File: config.mk
export PLATFORM = sky130hd
export DESIGN_NAME = dot_product_mac
export DESIGN_NICKNAME = d
export VERILOG_FILES = /design/src/rtl/dot_product_mac.sv
export SDC_FILE = /design/constraint.sdc
export NUM_CORES = 1
export LEC_CHECK = 0
export BUFFER_PORTS_ARGS = -buffer_cell sky130_fd_sc_hd__buf_2
export CAP_MARGIN = 15
export CORE_MARGIN = 2
export CORE_UTILIZATION = 65
export DETAILED_ROUTE_END_ITERATION = 10
export PLACE_DENSITY = 0.94
export RECOVER_POWER = 50
export SKIP_LAST_GASP = 1
export SLEW_MARGIN = 15
export SYNTH_ARGS = -nofsm -noshare
export SYNTH_HDL_FRONTEND = slang
export SYNTH_SLANG_ARGS = --single-unit
File: constraint.sdc
create_clock -name clk -period 8.2 [get_ports clk]
set_clock_uncertainty 0.2 [all_clocks]
set_input_delay 2.05 -clock clk [delete_from_list [all_inputs] [get_ports clk]]
set_output_delay 2.05 -clock clk [all_outputs]
set_load 0.01 [all_outputs]
File: src/rtl/dot_product_mac.sv
// -----------------------------------------------------------------------------
// dot_product_mac
//
// Multiply-accumulate stage that follows mem_reader in the dotProduct
// datapath. A start request makes this block pulse start_reading to the
// reader. It then accepts VECTOR_WIDTH operand pairs and sums their products
// through a two-stage pipeline: stage 1 registers the product, stage 2 adds it
// to the accumulator. The final sum is offered on a valid/ready result port.
//
// Ports
//   clk            in   rising-edge clock
//   rst_n          in   synchronous, active-low reset
//   start          in   request a new dot product (sampled only when idle)
//   start_reading  out  one-cycle pulse asking mem_reader to begin
//   data_valid     in   mem1_output/mem2_output carry a valid pair
//   reading_done   in   reader has finished sending pairs
//   mem1_output    in   operand A
//   mem2_output    in   operand B
//   result         out  dot product, stable while result_valid is high
//   result_valid   out  result is available
//   result_ready   in   consumer takes the result
//   busy           out  high whenever the block is not idle
//   count_err      out  sticky: reader finished before VECTOR_WIDTH pairs
// -----------------------------------------------------------------------------
module dot_product_mac #(
  parameter int DATA_WIDTH   = 8,
  parameter int VECTOR_WIDTH = 4,
  parameter int ACC_WIDTH    = 2 * DATA_WIDTH + $clog2(VECTOR_WIDTH),
  parameter bit SIGNED       = 1'b0
) (
  input  logic                  clk,
  input  logic                  rst_n,
  input  logic                  start,
  output logic                  start_reading,
  input  logic                  data_valid,
  input  logic                  reading_done,
  input  logic [DATA_WIDTH-1:0] mem1_output,
  input  logic [DATA_WIDTH-1:0] mem2_output,
  output logic [ACC_WIDTH-1:0]  result,
  output logic                  result_valid,
  input  logic                  result_ready,
  output logic                  busy,
  output logic                  count_err
);

  localparam int PROD_WIDTH = 2 * DATA_WIDTH;
  // Wide enough to hold both the full product and the accumulator, so that
  // the product can be extended first and then cut to ACC_WIDTH if needed.
  localparam int EXT_WIDTH  = (ACC_WIDTH > PROD_WIDTH) ? ACC_WIDTH : PROD_WIDTH;
  localparam int CNT_WIDTH  = $clog2(VECTOR_WIDTH + 1);
  localparam logic [CNT_WIDTH-1:0] LAST_CNT = CNT_WIDTH'(VECTOR_WIDTH - 1);

  typedef enum logic [2:0] {
    S_IDLE,
    S_REQ,
    S_ACCUM,
    S_FLUSH,
    S_HOLD
  } state_e;

  state_e                 state_q, state_d;
  logic [CNT_WIDTH-1:0]   cnt_q, cnt_d;
  logic [ACC_WIDTH-1:0]   prod_q, prod_d;
  logic                   prod_vld_q, prod_vld_d;
  logic [ACC_WIDTH-1:0]   acc_q, acc_d;
  logic [ACC_WIDTH-1:0]   result_q, result_d;
  logic                   count_err_q, count_err_d;

  logic                   accept;
  logic [PROD_WIDTH-1:0]  op_a_ext;
  logic [PROD_WIDTH-1:0]  op_b_ext;
  logic [PROD_WIDTH-1:0]  prod_full;
  logic [EXT_WIDTH-1:0]   prod_ext;
  logic [ACC_WIDTH-1:0]   pending;
  logic [ACC_WIDTH-1:0]   sum;

  // State register and all datapath flops.
  always_ff @(posedge clk) begin
    if (!rst_n) begin
      state_q     <= S_IDLE;
      cnt_q       <= '0;
      prod_q      <= '0;
      prod_vld_q  <= 1'b0;
      acc_q       <= '0;
      result_q    <= '0;
      count_err_q <= 1'b0;
    end else begin
      state_q     <= state_d;
      cnt_q       <= cnt_d;
      prod_q      <= prod_d;
      prod_vld_q  <= prod_vld_d;
      acc_q       <= acc_d;
      result_q    <= result_d;
      count_err_q <= count_err_d;
    end
  end

  // Next-state logic. An early reading_done wins over a pair presented in
  // the same cycle, so such a pair is never counted.
  always_comb begin
    state_d = state_q;
    unique case (state_q)
      S_IDLE:  if (start) state_d = S_REQ;
      S_REQ:   state_d = S_ACCUM;
      S_ACCUM: begin
        if (reading_done) begin
          state_d = S_FLUSH;
        end else if (data_valid && (cnt_q == LAST_CNT)) begin
          state_d = S_FLUSH;
        end
      end
      S_FLUSH: state_d = S_HOLD;
      S_HOLD:  if (result_ready) state_d = S_IDLE;
      default: state_d = S_IDLE;
    endcase
  end

  // Moore outputs decoded from the state.
  always_comb begin
    start_reading = (state_q == S_REQ);
    busy          = (state_q != S_IDLE);
    result_valid  = (state_q == S_HOLD);
    result        = result_q;
    count_err     = count_err_q;
  end

  // Operand and product extension. The product is taken at 2*DATA_WIDTH
  // bits, whose low half is the same for signed and unsigned operands once
  // they have been extended correctly; only the final widening differs.
  always_comb begin
    if (SIGNED) begin
      op_a_ext  = PROD_WIDTH'($signed(mem1_output));
      op_b_ext  = PROD_WIDTH'($signed(mem2_output));
      prod_full = op_a_ext * op_b_ext;
      prod_ext  = EXT_WIDTH'($signed(prod_full));
    end else begin
      op_a_ext  = PROD_WIDTH'(mem1_output);
      op_b_ext  = PROD_WIDTH'(mem2_output);
      prod_full = op_a_ext * op_b_ext;
      prod_ext  = EXT_WIDTH'(prod_full);
    end
  end

  // Accumulate datapath. A pending stage-1 product is folded into the
  // accumulator on the following ACCUM or FLUSH cycle; the sum wraps at
  // ACC_WIDTH bits.
  always_comb begin
    accept      = (state_q == S_ACCUM) && data_valid && !reading_done;
    pending     = prod_vld_q ? prod_q : '0;
    sum         = acc_q + pending;

    cnt_d       = cnt_q;
    prod_d      = prod_q;
    prod_vld_d  = prod_vld_q;
    acc_d       = acc_q;
    result_d    = result_q;
    count_err_d = count_err_q;

    unique case (state_q)
      S_IDLE: begin
        if (start) begin
          cnt_d       = '0;
          prod_d      = '0;
          prod_vld_d  = 1'b0;
          acc_d       = '0;
          count_err_d = 1'b0;
        end
      end
      S_ACCUM: begin
        acc_d      = sum;
        prod_vld_d = accept;
        if (accept) begin
          prod_d = prod_ext[ACC_WIDTH-1:0];
          cnt_d  = cnt_q + CNT_WIDTH'(1);
        end
        if (reading_done) begin
          count_err_d = 1'b1;
        end
      end
      S_FLUSH: begin
        acc_d      = sum;
        prod_vld_d = 1'b0;
        result_d   = sum;
      end
      default: begin
      end
    endcase
  end

endmodule

==> results of run 1 <==
## metrics by stage
stage | worst slack [ns] | hold WS [ns] | power (mW) | util
finish | 2.27 | 0.255 | 0.993 | 0.716
global route | 2.09 | 0.275 | 1.07 | 0.716
CTS | 2.32 | 0.252 | 0.990 | 0.718
detailed placement | 1.96 | 0.237 | 0.749 | 0.696
global placement | 2.13 | 0.230 | 0.724 | 0.696
floorplan | 2.42 | 0.217 | 0.654 | -
## cell usage after synthesis (all sizes together) (5+ instances only)
master | count | area [um2]
and2 | 79 | 495
nand2 | 64 | 240
dfxtp | 60 | 1200
ha | 54 | 676
inv | 53 | 199
fa | 37 | 741
o21ai | 30 | 150
a21oi | 29 | 145
nor2b | 21 | 131
nand3 | 19 | 95.1
nor2 | 18 | 70.1
a21boi | 17 | 131
clkbuf | 15 | 58.8
xnor2 | 14 | 123
a21o | 12 | 90.1
a22oi | 9 | 67.6
and3 | 8 | 50.1
nand4 | 8 | 50.1
buf | 7 | 41.3
xor2 | 7 | 61.3
mux2i | 6 | 60.1
nor3 | 6 | 30.0
a31oi | 5 | 31.3
nor3b | 5 | 37.5
## layer usage
layer  vias to the layer above  routed length (um)  GRT usage
met5                         -                   0          0
met1                      2200                4940      0.310
met2                       154                6020      0.514
li1                       2235                   -          -
met4                         0                 258     0.0918
met3                        26                 582     0.0387
## registers in the layout (all words and copies together), names as in the netlist
register and count:
acc_q 18, cnt_q 3, count_err 1, prod_q 16, prod_vld_q 1, result 18
state_q 3
## cell type report
cell class,instances,area [um2]
multi-input cells,498,3880
fillers,597,2310
flip-flops and latches,60,1200
repair buffers,47,225
inverters,53,199
clock buffers,15,176
well taps,105,131
clock inverters,1,5.00
## final timing paths
kind | start | to | slack, ns | cells past startpoint
setup / recovery | mem1_output[1] | prod_q[14] | 2.27 | 15
hold / removal | prod_q[15] | prod_q[15] | 0.25 | 2
setup reg to reg | prod_vld_q | result[12] | 5.32 | 9
hold reg to reg | prod_q[15] | prod_q[15] | 0.25 | 2
## worst register-to-register path, stage by stage, from the launching register on
cell and delay [ns]:
dfxtp_1 0.42, and2_1 0.20, ha_1 0.21, fa_1 0.41, a21oi_1 0.21, o21ai_0 0.17
a21bo_2 0.26, a21oi_1 0.28, nor4b_1 0.10, a311o_1 0.32
## power groups by stage
stage / logic, mW / clock network [mW] / registers (mW)
6_report: 0.443 / 0.243 / 0.307
5_1_grt: 0.500 / 0.257 / 0.308
4_1_cts: 0.441 / 0.243 / 0.306
3_5_place_dp: 0.436 / 0 / 0.313
3_3_place_gp: 0.412 / 0 / 0.312
2_1_floorplan: 0.345 / 0 / 0.309
## cells by family (layout without fill, tap and decap cells)
family	count (synthesis)	count (layout)	share of synthesized area
AO/OA/AOI/OAI	136	136	0.168
XOR/XNOR	21	21	0.0342
adder cells (fa/ha/maj)	91	91	0.263
buffers and inverters	75	116	0.0555
flip-flops	60	60	0.223
multiplexers	6	6	0.0112
AND/OR/NAND/NOR	244	244	0.245
==> flow_metrics.env, run 1 <==
export IMPL_min_path_type="reg -> reg"
export IMPL_drtPass1Iterations=5
export IMPL_fin_crit_ns=5.93
export IMPL_cts_buffers=9
export IMPL_path_class="in -> reg"
export IMPL_grt_max_degree=61
export IMPL_drt_iter0_drc=251
export IMPL_dpl_hpwl_um=8870
export IMPL_start_util=0.662
export IMPL_synth_fp_nets=746
export IMPL_ant_nets=0
export IMPL_power_density_mw_per_mm2=170
export IMPL_die_w_um=95.0
export IMPL_critPathBufInv=3
export IMPL_core_mm2=0.00813
export IMPL_port_buffers=43
export IMPL_combPwrFrac=0.446
export IMPL_cp_top_family="adder cells"
export IMPL_violations="max-capacitance violations, max-slew violations"
export IMPL_grt_ovfl_total=0
export IMPL_critPathLaunchType="primary input"
export IMPL_dieArea_mm2=0.00903
export IMPL_cts_max_level=3
export IMPL_post_cts_resized=0
export IMPL_total_leakage_power_nw=2.70
export IMPL_area_growth_pct=8.13
export IMPL_postPlaceCellArea_mm2=0.00566
export IMPL_antenna_found_initial=0
export IMPL_wl_um=11800
export IMPL_grt_pass1_vias=4433
export IMPL_timing_fmax_ghz=0.169
export IMPL_tightestPinTransition_ns=2.13
export IMPL_ys_seq_area_frac=0.223
export IMPL_synth_async_reset_ratio=0
export IMPL_clock_latency_ns=0.35
export IMPL_finalSetupViolCount=0
export IMPL_track_usage=0.271
export IMPL_cts_root_buffer="clkbuf_8"
export IMPL_cts_buffer_depth=2
export IMPL_cp_slowest_cell="fa_1"
export IMPL_final_common_cell="and2_1"
export IMPL_sw_frac_of_total=0.378
export IMPL_final_cell_mix="and2_1 (78), nand2_1 (64), dfxtp_1 (60), ha_1 (54), inv_1 (53)"
export IMPL_period_share=0.723
export IMPL_syn_area_mm2=0.00539
export IMPL_yosysWarnings=0
export IMPL_syn_avg_cell_area_um2=8.51
export IMPL_chipHeight_um=95.0
export IMPL_critPathArrivalTime_ns=5.95
export IMPL_vias_per_cell=5.92
export IMPL_synth_flop_cell="dfxtp_1"
export IMPL_internal_power_mw=0.618
export IMPL_finalHoldViolCount=0
export IMPL_tns_ns=0
export IMPL_slew_headroom=-0.417
export IMPL_cp_common_cell="fa_1"
export IMPL_grt_pass1_wl_um=19500
export IMPL_layout_drive_gt1_share=0.0801
export IMPL_cts_setup_buffers=0
export IMPL_required_ns=8.22
export IMPL_final_nets=782
export IMPL_status="finished with violations"
export IMPL_drv_slew=61
export IMPL_final_area_mm2=0.00582
export IMPL_critPathMaxStageDelay_ns=0.54
export IMPL_rows=33
export IMPL_cp_max_fo=8
export IMPL_numClockSinks=60
export IMPL_synth_edff_count=0
export IMPL_gp_congestion=0.870
export IMPL_pwr_share_clk=0.245
export IMPL_vias=4615
export IMPL_synthDistinctLibCells=57
export IMPL_crit_path_end_kind="flop"
export IMPL_pin_count=44
export IMPL_remaining_drc_errors=0
export IMPL_antennaDiodeCount=0
export IMPL_seqPwrFrac=0.309
export IMPL_hold_buffers=0
export IMPL_synth_cells=633
export IMPL_vdd_ir_drop_max_uv=101
export IMPL_cts_tree="done"
export IMPL_ys_seq_elements=60
export IMPL_drv_cap=1
export IMPL_cts_reportedPaths_clkPinSlew_ns=0.06
export IMPL_rsz0062_at_grt="false"
export IMPL_crit_chain="buf_2, and2_1, fa_1, fa_1, inv_1, fa_1, fa_1, inv_1, ha_1, o21ai_0, o21ai_0, a31oi_1, o31ai_1, xnor2_1, o21ai_0"
export IMPL_stdcell_count=779
export IMPL_p_switching_mw=0.375
export IMPL_wl_per_cell_um=15.1
export IMPL_placed_cells=763
(Power assumes the default switching activity.)
==> inputs of run 2 (changes only) <==
--- a/config.mk
+++ b/config.mk
@@ -8,9 +8,9 @@
 export BUFFER_PORTS_ARGS = -buffer_cell sky130_fd_sc_hd__buf_2
 export CAP_MARGIN = 15
 export CORE_MARGIN = 2
-export CORE_UTILIZATION = 65
+export CORE_UTILIZATION = 56
 export DETAILED_ROUTE_END_ITERATION = 10
-export PLACE_DENSITY = 0.94
+export PLACE_DENSITY = 0.86
 export RECOVER_POWER = 50
 export SKIP_LAST_GASP = 1
 export SLEW_MARGIN = 15
==> constraint.sdc (replaced) <==
create_clock -name clk -period 5.35 [get_ports clk]
set_clock_uncertainty 0.2 [all_clocks]
set_input_delay 1.3375 -clock clk [delete_from_list [all_inputs] [get_ports clk]]
set_output_delay 1.3375 -clock clk [all_outputs]
set_load 0.01 [all_outputs]
==> run 2 against run 1 <==
  * The run still ends with max-capacitance violations, max-slew violations left
  * Worst setup slack got worse by 2.0 ns
  * Non-clock buffer count increased by 12
  * Sequential share of layout area decreased by 0.36 points
  * Design area increased by 1.8%
  * Die area increased by 15%
  * Wire length decreased by 2.4%
  * First-iteration DRC count decreased by 3.2%
  * Register-to-register slack got worse by 2.9 ns
  * Total power increased by 59%
  * Via count decreased by 1.4%
  * Clock power increased by 45%
  * Global-route usage decreased by 3.3 points
  * Largest cell class unchanged
  * Largest power group unchanged
  * Highest routed layer unchanged
==> flow_metrics.env, run 2 (synthesized netlist as in run 1, its figures left out) <==
export IMPL_grt_ovfl_total=0
export IMPL_remaining_drc_errors=0
export IMPL_antennaDiodeCount=0
export IMPL_critPathArrivalTime_ns=5.07
export IMPL_path_class="in -> reg"
export IMPL_grt_pass1_wl_um=20100
export IMPL_rows=35
export IMPL_total_leakage_power_nw=2.73
export IMPL_hold_start="prod_q[11]"
export IMPL_cp_max_fo=8
export IMPL_rsz0062_at_grt="false"
export IMPL_wl_met1_um=5090
export IMPL_power_mw=1.58
export IMPL_core_mm2=0.00928
export IMPL_required_ns=5.36
export IMPL_top_layer="met4"
export IMPL_nFillCells=810
export IMPL_clock_latency_ns=0.34
export IMPL_cts_buffer_depth=2
export IMPL_grt_pass1_vias=4510
export IMPL_vdd_ir_drop_max_uv=145
export IMPL_tightestPinTransition_ns=2.01
export IMPL_r2r_slack_ns=2.42
export IMPL_power_density_mw_per_mm2=266
export IMPL_pin_count=44
export IMPL_cts_buffers=9
export IMPL_port_buffers=43
export IMPL_whs_ns=0.256
export IMPL_dieArea_mm2=0.0104
export IMPL_slew_headroom=-0.339
export IMPL_area_growth_pct=10.1
export IMPL_min_path_type="reg -> reg"
export IMPL_layout_drive_gt1_share=0.0904
export IMPL_reg2regPathDepth=9
export IMPL_dpl_hpwl_um=8930
export IMPL_finalHoldViolCount=0
export IMPL_cts_reportedPaths_clkPinSlew_ns=0.06
export IMPL_wl_met2_um=5750
export IMPL_violations="max-capacitance violations, max-slew violations"
export IMPL_placed_cells=799
export IMPL_numClockSinks=60
export IMPL_stdcell_count=815
export IMPL_status="finished with violations"
export IMPL_gp_congestion=0.903
export IMPL_final_area_mm2=0.00593
export IMPL_wl_per_cell_um=14.1
export IMPL_grt_max_degree=61
export IMPL_tns_ns=0
export IMPL_postPlaceCellArea_mm2=0.00578
export IMPL_min_to="prod_q[11]"
export IMPL_drv_slew=61
export IMPL_dpl_worst_slack_ns=-0.102
export IMPL_hold_buffers=0
export IMPL_wl_met3_um=514
export IMPL_drv_cap=1
export IMPL_timing_fmax_ghz=0.198
export IMPL_die_w_um=102
export IMPL_final_nets=794
export IMPL_start_util=0.580
export IMPL_final_cell_mix="and2_1 (78), nand2_1 (64), dfxtp_1 (60), ha_1 (54), inv_1 (53)"
export IMPL_wl_um=11500
export IMPL_cts_max_level=3
export IMPL_finalSetupViolCount=0
export IMPL_drt_iter0_drc=243
export IMPL_r2r_start="prod_vld_q"
export IMPL_vias_per_cell=5.58
export IMPL_final_common_cell="and2_1"
export IMPL_antenna_found_initial=0
export IMPL_vias=4551
export IMPL_critPathLaunchType="primary input"
export IMPL_fin_ws_ns=0.291
export IMPL_fin_crit_ns=5.06
export IMPL_hold_path_cell_count=2
export IMPL_cts_tree="done"
export IMPL_crit_path_end_kind="flop"
export IMPL_track_usage=0.238
export IMPL_post_route_util=0.638
export IMPL_ant_nets=0
export IMPL_period_share=0.946
export IMPL_drtPass1Iterations=5
export IMPL_chipHeight_um=102
export IMPL_rr_endpoint="result[12]"
export IMPL_cts_root_buffer="clkbuf_8"
[run 2: area by class of cell]
class                           instances  area, um2  area share
Clock inverter                          5       27.5     0.00464
Clock buffer                           11        141      0.0239
Sequential cell                        60       1200       0.203
Multi-Input combinational cell        498       3890       0.656
Timing Repair Buffer                   59        310      0.0524
Inverter                               53        199      0.0336
Tap cell                              129        161      0.0272
[run 2: routing by layer]
layer  global-route usage  vias to the layer above
li1                     -                     2257
met1                0.298                     2155
met2                0.420                      125
met3               0.0342                       14
met4               0.0841                        0
met5                    0                        -
[run 2: repair_timing]
item | in CTS | in global routing
gates resized for setup | 0 | 1
endpoints found under the setup margin | 0 | 1
setup buffers | 0 | 0
[run 2: worst max-delay path by stage]
| stage | start | to | slack (ns) | cells after the start |
|---|---|---|---|---|
| finish | mem2_output[4] | prod_q[14] | 0.29 | 15 |
| global route | mem2_output[6] | prod_q[13] | 0.03 | 16 |
| CTS | mem2_output[3] | prod_q[15] | 0.25 | 16 |
| detailed placement | mem2_output[3] | prod_q[15] | -0.10 | 16 |
| global placement | mem1_output[2] | prod_q[15] | 0.03 | 15 |
| floorplan | mem1_output[1] | prod_q[14] | 0.28 | 14 |
[run 2: worst max-delay path, cell delays in order]
cell	delay, ns
buf_2	0.14
and2_1	0.16
fa_1	0.45
fa_1	0.55
inv_1	0.05
fa_1	0.46
fa_1	0.54
inv_1	0.04
ha_1	0.28
o21ai_0	0.11
o21ai_0	0.25
a31oi_1	0.16
o31ai_1	0.29
xnor2_1	0.17
o21ai_0	0.09
[run 2: power by group]
group / switching (mW) / internal (mW)
Sequential: 0.0113 / 0.458
Combinational: 0.413 / 0.342
Clock: 0.175 / 0.177
Total: 0.599 / 0.978
